==> config.mk <==
export PLATFORM = sky130hd
export DESIGN_NAME = motor_command_scheduler
export DESIGN_NICKNAME = d
export VERILOG_FILES = /design/src/rtl/motor_cmd_pkg.sv /design/src/rtl/fixed_priority_arbiter.sv /design/src/rtl/motor_command_scheduler.sv
export SDC_FILE = /design/constraint.sdc
export NUM_CORES = 1
export LEC_CHECK = 0
export ABC_AREA = 0
export BUFFER_PORTS_ARGS = -buffer_cell sky130_fd_sc_hd__buf_2
export CAP_MARGIN = 0
export CORE_MARGIN = 2
export CORE_UTILIZATION = 50
export DETAILED_ROUTE_END_ITERATION = 8
export GPL_ROUTABILITY_DRIVEN = 0
export HOLD_SLACK_MARGIN = 0.06
export PLACE_DENSITY = 0.76
export SKIP_LAST_GASP = 1
export SLEW_MARGIN = 10
export SYNTH_ARGS = -nofsm -noshare
export SYNTH_HDL_FRONTEND = slang
export SYNTH_SLANG_ARGS = --single-unit
==> constraint.sdc <==
create_clock -name clk -period 4.94 [get_ports clk]
set_clock_uncertainty 0.05 [all_clocks]
set_input_delay 0.741 -clock clk [delete_from_list [all_inputs] [get_ports clk]]
set_output_delay 0.741 -clock clk [all_outputs]
set_load 0.02 [all_outputs]
==> src/rtl/motor_cmd_pkg.sv <==
// Shared types and defaults for the motor command scheduler.
package motor_cmd_pkg;

  localparam int unsigned NumReq = 3;

  // Requester indices; lower index wins arbitration.
  localparam int unsigned ReqEstop  = 0;
  localparam int unsigned ReqNav    = 1;
  localparam int unsigned ReqManual = 2;

  localparam int unsigned SpeedWDefault          = 9;
  localparam int unsigned HeartbeatCyclesDefault = 25_000_000;
  localparam int unsigned AcceptTimeoutDefault   = 1024;

  typedef enum logic [1:0] {
    StIdle,
    StIssue,
    StWaitAccept,
    StWaitDone
  } state_e;

endpackage

==> src/rtl/fixed_priority_arbiter.sv <==
// Fixed-priority one-hot arbiter: the lowest set request bit wins.
module fixed_priority_arbiter #(
  parameter int unsigned N = 3
) (
  input  logic [N-1:0] req,
  output logic [N-1:0] grant
);

  // Two's-complement trick isolates the lowest set bit.
  assign grant = req & (~req + N'(1));

endmodule

==> src/rtl/motor_command_scheduler.sv <==
// Arbitrates wheel-speed requesters onto a single frame sender, with a heartbeat
// re-send of the last command and a sticky accept-timeout flag.
module motor_command_scheduler
  import motor_cmd_pkg::*;
#(
  parameter int unsigned SPEED_W          = SpeedWDefault,
  parameter int unsigned HEARTBEAT_CYCLES = HeartbeatCyclesDefault,
  parameter int unsigned ACCEPT_TIMEOUT   = AcceptTimeoutDefault
) (
  input  logic                                   clk,
  input  logic                                   rst_n,
  input  logic [NumReq-1:0]                      req,
  input  logic signed [NumReq-1:0][SPEED_W-1:0]  left_in,
  input  logic signed [NumReq-1:0][SPEED_W-1:0]  right_in,
  output logic [NumReq-1:0]                      grant,
  input  logic                                   sender_ready,
  output logic                                   cmd_start,
  output logic signed [SPEED_W-1:0]              cmd_left,
  output logic signed [SPEED_W-1:0]              cmd_right,
  output logic                                   busy,
  output logic                                   heartbeat_sent,
  output logic                                   timeout_err
);

  localparam int unsigned HbW  = (HEARTBEAT_CYCLES > 1) ? $clog2(HEARTBEAT_CYCLES) : 1;
  localparam int unsigned AccW = (ACCEPT_TIMEOUT > 1) ? $clog2(ACCEPT_TIMEOUT) : 1;
  localparam logic [HbW-1:0]  HbMax  = HbW'(HEARTBEAT_CYCLES - 1);
  localparam logic [AccW-1:0] AccMax = AccW'(ACCEPT_TIMEOUT - 1);

  state_e             state_q;
  logic [HbW-1:0]     hb_cnt_q;
  logic [AccW-1:0]    acc_cnt_q;
  logic               hb_pend_q;
  logic [NumReq-1:0]  arb_grant;
  logic [SPEED_W-1:0] sel_left;
  logic [SPEED_W-1:0] sel_right;
  logic               hb_expired;

  fixed_priority_arbiter #(
    .N(NumReq)
  ) u_arb (
    .req  (req),
    .grant(arb_grant)
  );

  // One-hot payload mux driven by the arbiter grant.
  always_comb begin
    sel_left  = '0;
    sel_right = '0;
    for (int i = 0; i < NumReq; i++) begin
      if (arb_grant[i]) begin
        sel_left  = left_in[i];
        sel_right = right_in[i];
      end
    end
  end

  assign hb_expired = (hb_cnt_q == HbMax);

  always_ff @(posedge clk) begin
    if (!rst_n) begin
      state_q        <= StIdle;
      hb_cnt_q       <= '0;
      acc_cnt_q      <= '0;
      hb_pend_q      <= 1'b0;
      grant          <= '0;
      cmd_start      <= 1'b0;
      cmd_left       <= '0;
      cmd_right      <= '0;
      busy           <= 1'b0;
      heartbeat_sent <= 1'b0;
      timeout_err    <= 1'b0;
    end else begin
      grant          <= '0;
      cmd_start      <= 1'b0;
      heartbeat_sent <= 1'b0;
      unique case (state_q)
        StIdle: begin
          if ((req != '0) && sender_ready) begin
            grant     <= arb_grant;
            cmd_left  <= sel_left;
            cmd_right <= sel_right;
            hb_pend_q <= 1'b0;
            hb_cnt_q  <= '0;
            busy      <= 1'b1;
            state_q   <= StIssue;
          end else if (hb_expired && (req == '0) && sender_ready) begin
            hb_pend_q <= 1'b1;
            hb_cnt_q  <= '0;
            busy      <= 1'b1;
            state_q   <= StIssue;
          end else if (!hb_expired) begin
            // Saturates at expiry so a busy sender delays rather than loses the heartbeat.
            hb_cnt_q <= hb_cnt_q + HbW'(1);
          end
        end
        StIssue: begin
          cmd_start      <= 1'b1;
          heartbeat_sent <= hb_pend_q;
          hb_cnt_q       <= '0;
          acc_cnt_q      <= '0;
          state_q        <= StWaitAccept;
        end
        StWaitAccept: begin
          if (!sender_ready) begin
            state_q <= StWaitDone;
          end else if (acc_cnt_q == AccMax) begin
            timeout_err <= 1'b1;
            busy        <= 1'b0;
            state_q     <= StIdle;
          end else begin
            acc_cnt_q <= acc_cnt_q + AccW'(1);
          end
        end
        StWaitDone: begin
          if (sender_ready) begin
            busy    <= 1'b0;
            state_q <= StIdle;
          end
        end
        default: state_q <= StIdle;
      endcase
    end
  end

endmodule

==> summary.txt, run 1 <==
=========================================================================================
Initial core utilization                                                            51.4%
Via Count                                                                           3,336
Global-route congestion overflow total                                                  0
Post-synthesis net count                                                              485
Post-synth cell types                                                                  50
Leakage power                                                                  0.00149 µW
First-pass GRT wire length                                                        14.0 mm
Cell-by-cell listing of the critical path                                    ha_1 -> nand3_1 -> nor4_4 -> a21oi_1 -> buf_4 -> a31oi_1 -> nor3_1
Number of detailed-route iterations in the first pass                                   5
Half-perimeter wire length after placement                                        5.91 mm
Max IR drop VDD                                                                    169 µV
Count of buffers inserted at the top-level ports                                       84
Height of the chip                                                                84.8 µm
H-tree depth                                                                            3
Peak Freq                                                                         389 MHz
Classification of the worst-slack hold path                                    reg -> reg
Fraction of final layout cells with drive strength greater than 1                   22.0%
Data arrival time of the critical path                                            2.69 ns
Ports placed on the boundary                                                           85
Buffers inserted during post-CTS setup optimization                                     0
Cts repair resizes                                                                      0
Average routed wire per standard cell                                             14.3 µm
Final non-filler cell area                                                       3890 µm²
Biggest cell delay along the critical path                                        0.53 ns
Maximum fanout along the worst path                                                    14
Most frequently used flop master after synthesis                                  dfxtp_1
Mapped Area                                                                      3260 µm²
Later-pin clock latency in the skew report                                        0.33 ns
Setup repair after global routing missed its margin                                    no
Vias/cell                                                                            5.82
Drt first-iter violations                                                             273
Overall routed net length                                                         8.19 mm
Average instance area after synthesis                                            7.72 µm²
Result of the run                                                               completed
Antenna violations before repair                                                        0
Net total in the final layout                                                         554
Register clock-pin slew on the reported worst setup and hold paths                0.07 ns
Slowest cell on the critical path                                                  nor4_4
Post-synthesis cell count                                                             423
CORE AREA                                                                        6350 µm²
Setup TNS                                                                            0 ns
Crit start category                                                             flip-flop
Crit path buf inv count                                                                 1
# clock sinks                                                                          63
Type of the worst setup path                                                   reg -> reg
Overall track demand over capacity in global routing                                23.8%
Leading cell type in the layout, fill and taps excluded                             buf_2
ANT nets after route                                                                    0
Syn. warnings                                                                           0
Die extent in x                                                                   84.8 µm
Antenna diode count                                                                     0
Root cell of the clock tree                                                      clkbuf_8
Final critical-path share of the clock period                                       52.1%
Post-cts hold buffer count                                                              0
Drt drc                                                                                 0
Least-Margin Pin Slew                                                            0.954 ns
Number of standard-cell rows in the floorplan                                          29
Flip-flop and latch count after synthesis                                              63
Post-DP Area                                                                     3670 µm²
Max-Slew Margin vs Limit                                                            36.3%
Final setup violation count                                                             0
Minimum clock period                                                              2.57 ns
Maximum count of clock buffers along a single path                                      2
TritonCTS clock tree                                                                  yes
Area of the die                                                                  7190 µm²
Vias in the first global route                                                      3,080
Number of flops mapped to enable cells by yosys                                         0
Top cell family by delay on the critical path                                simple AND/OR/NAND/NOR gates
Pin count of the biggest net entering global routing                                   42
Required time reported for the critical path endpoint                             5.06 ns
Count of pins over their slew limit                                                     0
Proportion of register bits with asynchronous set or reset after synthesis             0%
Power per cell area                                                            303 nW/µm²
Area overhead of the layout relative to synthesis                                   19.2%
Max_cap viols                                                                           0
Sequential area share after synthesis                                               38.6%
Sort of element at the end of the critical path                                 flip-flop
Final-report hold violation count                                                       0
Commonest non-fill, non-tap cells in the layout                              buf_2 (84), nand2_1 (82), dfxtp_1 (63), a21oi_1 (31), a31oi_1 (28)
Number of buffers inserted during clock tree synthesis                                  9
Minimum hold slack                                                               0.405 ns
=========================================================================================
==> per-stage QoR <==
stage	setup WS, ns	utilization (%)	total power, µW	cells
after floorplan	2.75	-	651	423
after global placement	2.33	57.9	700	558
after detailed placement	2.21	57.9	704	558
after CTS	2.40	61.2	1180	573
after global routing	2.19	61.3	1230	573
final	2.37	61.3	1180	573
==> kinds of logic (layout without fill, tap and decap cells) <==
logic type / after synthesis / in the layout / share of synthesized area (%)
AO/OA/AOI/OAI: 128 / 128 / 24.6
XOR/XNOR: 9 / 9 / 2.41
adder cells (fa/ha/maj): 2 / 2 / 0.766
buffers and inverters: 32 / 105 / 4.29
flip-flops: 63 / 63 / 38.6
multiplexers: 1 / 1 / 0.307
AND/OR/NAND/NOR: 188 / 188 / 28.9
==> synthesized netlist by cell type, drive strengths merged, types with 2 or more instances <==
cell | instances | area share [%]
nand2 | 82 | 9.4
dfxtp | 63 | 39
a21oi | 32 | 5.0
a31oi | 28 | 5.4
clkbuf | 24 | 2.8
nor2 | 23 | 2.6
o21ai | 22 | 3.4
a22oi | 21 | 4.8
nand3 | 20 | 3.1
nor3 | 12 | 1.8
and3 | 9 | 1.7
xnor2 | 9 | 2.4
a211oi | 7 | 1.6
nand4 | 7 | 1.3
or3 | 7 | 1.3
buf | 5 | 1.2
nand2b | 5 | 0.96
nor4 | 4 | 2.1
o211ai | 4 | 0.92
o31ai | 4 | 0.92
inv | 3 | 0.34
nor3b | 3 | 0.69
or2 | 3 | 0.57
a41oi | 2 | 0.54
ha | 2 | 0.77
nand3b | 2 | 0.46
nor2b | 2 | 0.38
or2b | 2 | 0.46
or4 | 2 | 0.46
==> flip-flops by register name, summed over array words and instances, names as in the netlist <==
register and count:
timeout_err 1, hb_cnt_q 25, heartbeat_sent 1, busy 1, cmd_right 9, hb_pend_q 1, cmd_left 9, state_q 2
cmd_start 1, acc_cnt_q 10, grant 3
==> worst reg2reg max path, cell delays in order, from the launching register on <==
cell	delay (ns)
dfxtp_1	0.42
ha_1	0.23
nand3_1	0.24
nor4_4	0.53
a21oi_1	0.34
buf_4	0.29
a31oi_1	0.24
nor3_1	0.08
==> worst paths after layout <==
kind	startpoint	to	slack [ns]	depth (start not counted)
min reg2reg	cmd_left[6]	cmd_left[6]	0.41	2
max	hb_cnt_q[0]	hb_cnt_q[13]	2.37	7
min	cmd_left[6]	cmd_left[6]	0.41	2
max reg2reg	hb_cnt_q[0]	hb_cnt_q[13]	2.37	7
==> area by class of cell <==
type,instances,area (µm²)
Tap cell,77,96.3
Timing Repair Buffer,87,443
Multi-Input combinational cell,328,1870
Fill cell,554,2460
Clock buffer,12,145
Inverter,3,11.3
Sequential cell,63,1260
Clock inverter,3,67.6
==> layer usage <==
layer  global-route usage [%]  share of wire, %
met5                        0                 0
met4                     8.08               1.2
met3                     5.70               6.8
met2                     39.9                48
met1                     30.2                44
==> report_power, final <==
part | internal, µW | switching (µW) | leakage (µW)
Combinational | 56.8 | 99.3 | 0.000874
Clock | 296 | 190 | 0.000103
Sequential | 524 | 13.4 | 0.000511
Total | 876 | 302 | 0.00149
(Power assumes the default switching activity.)
==> run 2, diff against run 1 <==
clock period = 2.4 ns   (was 4.94 ns; I/O delays follow)
==> run 2 against run 1 <==
Net effect:
- clock power grew 91%
- sequential cell count is the same
- critical path depth shrank 1
- count of clock-buffer cells in the layout shrank 2
- largest power group unchanged
==> summary.txt, run 2 (same netlist as run 1, synthesis figures left out) <==
=================================================================================
Maximum fanout along the worst path                                             7   -7
Register Area                                                            1260 µm²   unchanged
ANT nets after route                                                            0   unchanged
Height of the chip                                                        84.8 µm   unchanged
Leakage power                                                          0.00155 µW   +4.1%
Minimum setup slack after placement                                      0.201 ns   -2.01 ns
Switching component of the power                                           662 µW   +120%
Count of buffers inserted at the top-level ports                               84   unchanged
Drt drc                                                                         0   unchanged
Half-perimeter wire length after placement                                6.19 mm   +4.6%
TritonCTS clock tree                                                          yes
FF-to-FF End                                                         hb_cnt_q[20]
Number of filler cells placed in the layout                                   608   +9.7%
Clock power frac                                                            39.0%   -2.2 points
Share of power burned in combinational logic                                14.6%   +1.4 points
Buffers inserted during post-CTS setup optimization                             0   unchanged
Minimum clock period                                                      2.24 ns   -0.328 ns
Overall track demand over capacity in global routing                        25.0%   +1.1 points
Maximum count of clock buffers along a single path                              2   unchanged
Crit start category                                                     flip-flop
Later-pin clock latency in the skew report                                0.34 ns   about the same
Number of buffers inserted during clock tree synthesis                          9   unchanged
Pin count of the biggest net entering global routing                           40   -4.8%
Vias/cell                                                                    5.84   +0.37%
Data arrival time of the critical path                                    2.42 ns   -0.27 ns
Via Count                                                                   3,436   +3.0%
Antenna diode count                                                             0   unchanged
Number of detailed-route iterations in the first pass                           4   -1
Final-report hold violation count                                               0   unchanged
Max IR drop VDD                                                            350 µV   +110%
Worst path setup slack after routing                                     0.155 ns   -2.21 ns
Commonest non-fill, non-tap cells in the layout                      buf_2 (84), nand2_1 (81), dfxtp_1 (63), a21oi_1 (31), a31oi_1 (28)
Root cell of the clock tree                                              clkbuf_8
Max-Slew Margin vs Limit                                                    71.1%   +35 points
Result of the run                                                       completed
Setup TNS                                                                    0 ns   unchanged
Count of pins over their slew limit                                             0   unchanged
Slowest cell on the critical path                                           or4_1
Area overhead of the layout relative to synthesis                           21.9%
Fraction of final layout cells with drive strength greater than 1           24.7%   +2.7 points
Final critical-path share of the clock period                               93.5%   +41 points
Worst r2r path cells                                                            6   -1
Net total in the final layout                                                 568   +2.5%
Max_cap viols                                                                   0   unchanged
Startpoint of the lowest-slack hold path                                   req[1]
Switching share of power                                                    27.9%   +2.2 points
Combined area of the multi-input logic cells                             1870 µm²   -0.13%
Least-Margin Pin Slew                                                    0.432 ns   -0.522 ns
Die extent in x                                                           84.8 µm   unchanged
Vias in the first global route                                              3,328   +8.1%
Final standard cell count with taps included and fillers excluded             588   +2.6%
Largest registers                                                    hb_cnt_q (25), acc_cnt_q (10)
Power per cell area                                                    597 nW/µm²   +97%
Largest register by flop count                                           hb_cnt_q
CORE AREA                                                                6350 µm²   unchanged
Internal power                                                            1710 µW   +95%
Required time reported for the critical path endpoint                     2.58 ns   -2.48 ns
Sort of element at the end of the critical path                         flip-flop
Drt first-iter violations                                                     191   -30%
First-pass GRT wire length                                                14.7 mm   +4.7%
Overall routed net length                                                 8.57 mm   +4.6%
DP Cell Count                                                                 572   +2.5%
H-tree depth                                                                    3   unchanged
Max FFs per register                                                           25   unchanged
Area of the die                                                          7190 µm²   unchanged
Share of power burned in registers                                          46.4%   +0.8 points
Register clock-pin slew on the reported worst setup and hold paths        0.07 ns   about the same
Hold Path Cell Cnt                                                              2   unchanged
Slack of the worst reg-to-reg path                                        0.16 ns   -2.21 ns
Final setup violation count                                                     0   unchanged
Antenna violations before repair                                                0   unchanged
Peak Freq                                                                 445 MHz   +15%
Global-route congestion overflow total                                          0   unchanged
Beginning of the worst register-to-register path                      hb_cnt_q[0]
Core utilization of the finished layout                                     62.7%   +1.4 points
Classification of the worst-slack hold path                             in -> reg
Setup repair after global routing missed its margin                            no
Initial core utilization                                                    51.4%   unchanged
Ports placed on the boundary                                                   85   unchanged
Post-cts hold buffer count                                                      0   unchanged
Power Total                                                               2370 µW   +100%
Worst min-delay path endpoint                                            grant[1]
Cts repair resizes                                                              0   unchanged
# clock sinks                                                                  63   unchanged
Type of the worst setup path                                           reg -> reg
Cell-by-cell listing of the critical path                            ha_1 -> nand3_1 -> or4_1 -> or3_1 -> a22oi_1 -> o22ai_1
Crit. Startpoint                                                      hb_cnt_q[0]
Number of standard-cell rows in the floorplan                                  29   unchanged
Average routed wire per standard cell                                     14.6 µm   +1.9%
Crit path buf inv count                                                         0   -1
Leading cell type in the layout, fill and taps excluded                     buf_2
Biggest cell delay along the critical path                                0.68 ns   +0.15 ns
Top cell family by delay on the critical path                        simple AND/OR/NAND/NOR gates
=================================================================================
[run 2: changes by cell type in the layout (fill, tap and decap cells not counted), sizes merged]
cell      delta
bufinv       -1
clkbuf       -2
clkinv       +3
clkinvlp     +1
buf         +14
[run 2: layer usage]
layer / global-route usage (%) / part of all wire (%) / vias to the layer above
met2: 41.4 / 48 / 141
met4: 9.52 / 1.6 / 0
li1: - / - / 1712
met3: 6.59 / 7.4 / 21
met5: 0 / 0 / -
met1: 31.2 / 43 / 1562
[run 2: worst reg2reg max path, stage by stage, from the launching register on]
cell and delay [ns]:
dfxtp_1 0.40, ha_1 0.24, nand3_1 0.11, or4_1 0.68
or3_1 0.39, a22oi_1 0.17, o22ai_1 0.09
[run 2: final cells by class]
class,count,area share (%)
multi-input combinational,328,46.9
sequential,63,31.7
timing repair buffer,101,13.8
clock buffer,10,3.46
tap,77,2.42
clock inverter,6,1.51
inverter,3,0.283
[run 2: stage by stage]
stage                     hold WS (ns)  area, µm²
after floorplan                  0.387       3260
after global placement           0.390       3780
after detailed placement         0.395       3780
after CTS                        0.259       3980
after global routing             0.279       3980
final                            0.263       3980
[run 2: power groups by stage]
| stage | combinational (µW) | sequential (µW) | clock [µW] |
|---|---|---|---|
| 2_1_floorplan | 189 | 1150 | 0 |
| 3_3_place_gp | 337 | 1120 | 0 |
| 3_5_place_dp | 345 | 1120 | 0 |
| 4_1_cts | 346 | 1100 | 931 |
| 5_1_grt | 388 | 1110 | 976 |
| 6_report | 346 | 1100 | 926 |
[run 2: worst max-delay path by stage]
| stage | endpoint | cells past startpoint |
|---|---|---|
| floorplan | hb_cnt_q[20] | 7 |
| global placement | hb_cnt_q[20] | 6 |
| detailed placement | hb_cnt_q[4] | 7 |
| CTS | hb_cnt_q[4] | 7 |
| global route | hb_cnt_q[20] | 6 |
| finish | hb_cnt_q[20] | 6 |
==> run 3, diff against run 2 <==
ABC_AREA = 1   (was 0)
PLACE_DENSITY = 0.75   (was 0.76)
==> run 3 against run 2 <==
Net effect:
- non-clock buffer count shrank 11
- total power grew 2.9%
- maximum frequency grew 10%
- first-iteration DRC count shrank 11%
- sequential cell count is the same
- sequential power is essentially flat
- wire length grew 7.6%
- setup slack gained 0.21 ns
- die area grew 9.7%
- via count grew 9.3%
- count of clock-buffer cells in the layout shrank 1
- combinational power grew 43%
- highest routed layer unchanged
==> summary.txt, run 3 <==
=========================================================================================
Antenna violations before repair                                                        0   unchanged
Register Area                                                                    1260 µm²   unchanged
Largest registers                                                            hb_cnt_q (25), acc_cnt_q (10)
Peak Freq                                                                         491 MHz   +10%
Setup TNS                                                                            0 ns   unchanged
Final-report hold violation count                                                       0   unchanged
Number of filler cells placed in the layout                                           648   +6.6%
Commonest cells post-synth                                                   nand2_1 (142), inv_1 (80), nor2_1 (78)
Overall track demand over capacity in global routing                                24.8%   -0.14 points
Average routed wire per standard cell                                             12.4 µm   -15%
Post-cts hold buffer count                                                              0   unchanged
CORE AREA                                                                        6870 µm²   +8.2%
Cell taking the most area after synthesis                                         dfxtp_1
Number of buffers inserted during clock tree synthesis                                  9   unchanged
Die extent in x                                                                   88.8 µm   +4.7%
Result of the run                                                               completed
Share of power burned in registers                                                  46.2%   -0.2 points
Max-Slew Margin vs Limit                                                            45.5%   -26 points
Number of standard-cell rows in the floorplan                                          30   +3.4%
Net total in the final layout                                                         703   +24%
Max FFs per register                                                                   25   unchanged
Fraction of final layout cells with drive strength greater than 1                   23.3%   -1.4 points
Leading cell type in the layout, fill and taps excluded                           nand2_1
Top cell family by delay on the critical path                                simple AND/OR/NAND/NOR gates
Syn. warnings                                                                           0   unchanged
Final standard cell count with taps included and fillers excluded                     741   +26%
Crit. Startpoint                                                              hb_cnt_q[0]
First-pass GRT wire length                                                        15.3 mm   +3.9%
Power per cell area                                                            574 nW/µm²   -3.8%
Depth of the critical timing path with buffers and inverters included                  11   +5
Post-synth cell types                                                                  38   -24%
Half-perimeter wire length after placement                                        6.88 mm   +11%
Internal power                                                                    1640 µW   -4.3%
Synth area leaders                                                           dfxtp_1 (35%), nand2_1 (15%), inv_1 (8.4%)
Combined area of the multi-input logic cells                                     1910 µm²   +2.3%
# clock sinks                                                                          63   unchanged
Switching component of the power                                                   805 µW   +22%
Switching share of power                                                            32.9%   +5.1 points
Pin count of the biggest net entering global routing                                   28   -30%
Drt first-iter violations                                                             170   -11%
Slowest cell on the critical path                                                 dfxtp_1
Crit start category                                                             flip-flop
Commonest non-fill, non-tap cells in the layout                              nand2_1 (142), buf_2 (84), inv_1 (80), nor2_1 (78), dfxtp_1 (63)
Cell-by-cell listing of the critical path                                    ha_1 -> nand2_2 -> nor2_4 -> nand2_1 -> nor2_4 -> nand4_4 -> nand2_4 -> inv_4 -> o21ai_0 -> nand2_1 -> nor2_1
Beginning of the worst register-to-register path                              hb_cnt_q[0]
Worst r2r path cells                                                                   11   +5
Maximum count of clock buffers along a single path                                      2   unchanged
Sort of element at the end of the critical path                                 flip-flop
Sequential area share after synthesis                                               35.1%   -3.6 points
Post-synthesis cell count                                                             558   +32%
Max IR drop VDD                                                                    314 µV   -10%
Setup repair after global routing missed its margin                                    no
Root cell of the clock tree                                                      clkbuf_8
Global-route congestion overflow total                                                  0   unchanged
Buffers inserted during post-CTS setup optimization                                     0   unchanged
Most instantiated library cell after synthesis                                    nand2_1
Area of the die                                                                  7890 µm²   +9.7%
Drt drc                                                                                 0   unchanged
H-tree depth                                                                            3   unchanged
TritonCTS clock tree                                                                  yes
Later-pin clock latency in the skew report                                        0.36 ns   +0.02 ns
Via Count                                                                           3,755   +9.3%
Final critical-path share of the clock period                                       84.9%   -8.6 points
Classification of the worst-slack hold path                                     in -> reg
Overall routed net length                                                         9.22 mm   +7.6%
ANT nets after route                                                                    0   unchanged
Ports placed on the boundary                                                           85   unchanged
DP Cell Count                                                                         726   +27%
Average instance area after synthesis                                            6.44 µm²   -16%
Height of the chip                                                                88.8 µm   +4.7%
Vias in the first global route                                                      3,496   +5.0%
Number of detailed-route iterations in the first pass                                   5   +1
Share of power burned in combinational logic                                        20.2%   +5.6 points
Worst setup path end                                                          hb_cnt_q[9]
Biggest cell delay along the critical path                                        0.39 ns   -0.29 ns
Data arrival time of the critical path                                            2.28 ns   -0.14 ns
Largest register by flop count                                                   hb_cnt_q
Number of flops mapped to enable cells by yosys                                         0   unchanged
Slack of the worst reg-to-reg path                                                0.36 ns   +0.21 ns
Minimum clock period                                                              2.04 ns   -0.207 ns
Maximum fanout along the worst path                                                    27   +20
Count of pins over their slew limit                                                     0   unchanged
FF-to-FF End                                                                  hb_cnt_q[9]
Register clock-pin slew on the reported worst setup and hold paths                0.07 ns   about the same
Final setup violation count                                                             0   unchanged
Post-synthesis net count                                                              620   +28%
Type of the worst setup path                                                   reg -> reg
Proportion of register bits with asynchronous set or reset after synthesis             0%   unchanged
Vias/cell                                                                            5.07   -13%
Flip-flop and latch count after synthesis                                              63   unchanged
Antenna diode count                                                                     0   unchanged
Clock power frac                                                                    33.6%   -5.4 points
Post-synth top area share                                                           35.1%   -3.6 points
Count of buffers inserted at the top-level ports                                       84   unchanged
Area overhead of the layout relative to synthesis                                   18.4%
Max_cap viols                                                                           0   unchanged
Leakage power                                                                  0.00186 µW   +20%
Least-Margin Pin Slew                                                            0.818 ns   +0.386 ns
Required time reported for the critical path endpoint                             2.64 ns   +0.06 ns
Initial core utilization                                                            52.3%   +0.94 points
Mapped Area                                                                      3600 µm²   +10%
Most frequently used flop master after synthesis                                  dfxtp_1
Crit path buf inv count                                                                 1   +1
Cts repair resizes                                                                      0   unchanged
=========================================================================================
-- run 3: cell types whose count changed in the layout (fill, tap and decap cells not counted), moves of 10 or more --
| cell | delta |
|---|---|
| inv_1 | +77 |
| nand2_1 | +61 |
| nor2_1 | +55 |
| a31oi_1 | -27 |
| nand3_1 | +23 |
| a22oi_1 | -21 |
| a31o_2 | +17 |
| a21oi_1 | -15 |
| buf_4 | -11 |
| o21ai_1 | +10 |
-- run 3: worst min path at each step --
stage                   start              to  depth (start not counted)
floorplan           hb_pend_q  heartbeat_sent                          2
CTS                    req[2]        grant[2]                          3
global route           req[2]        grant[2]                          3
global placement    hb_pend_q  heartbeat_sent                          2
finish                 req[2]        grant[2]                          3
detailed placement  hb_pend_q  heartbeat_sent                          2
-- run 3: routing by layer --
metal	wire length, µm	GRT usage, %	up-vias	part of all wire, %
met4	124	8.95	0	1.3
met2	4410	40.3	122	48
li1	-	-	1944	-
met5	0	0	-	0
met1	4030	30.3	1674	44
met3	658	8.96	15	7.1
-- run 3: kinds of logic after synthesis --
kind of cell               count (synthesis)  synth area share, %
and+or+nand+nor                          298                 36.3
AOI/OAI and AO/OA                         84                 14.9
buffers and inverters                    106                 11.9
DFF                                       63                 35.1
adders and majority gates                  2                0.696
xor gates and xnor gates                   5                 1.22
-- run 3: cell type report --
class,count,area share [%]
timing repair buffer,90,10.9
clock inverter,6,1.12
inverter,88,7.81
sequential,63,29.6
tap,96,2.82
clock buffer,9,2.91
multi-input combinational,389,44.8
-- run 3: stage by stage --
stage | utilization [%] | setup slack, ns | total power (µW) | hold slack (ns) | area [µm²]
6_report | 62.0 | 0.363 | 2440 | 0.228 | 4260
5_1_grt | 62.0 | 0.134 | 2570 | 0.255 | 4260
4_1_cts | 62.0 | 0.343 | 2460 | 0.219 | 4260
3_5_place_dp | 59.5 | 0.377 | 1640 | 0.394 | 4090
3_3_place_gp | 59.5 | 0.440 | 1630 | 0.393 | 4090
2_1_floorplan | - | 0.656 | 1500 | 0.374 | 3600
-- run 3: tightest hold or removal path, delay by kind of cell --
kind / cells / cell delay (ns)
buf+inv: 1 / 0.10
simple gates: 2 / 0.12
-- run 3: power by group through the flow --
| stage | clock (µW) | sequential (µW) | combinational [µW] |
|---|---|---|---|
| 5_1_grt | 884 | 1140 | 551 |
| 4_1_cts | 839 | 1130 | 494 |
| 2_1_floorplan | 0 | 1190 | 312 |
| 6_report | 820 | 1130 | 494 |
| 3_5_place_dp | 0 | 1150 | 491 |
| 3_3_place_gp | 0 | 1150 | 482 |
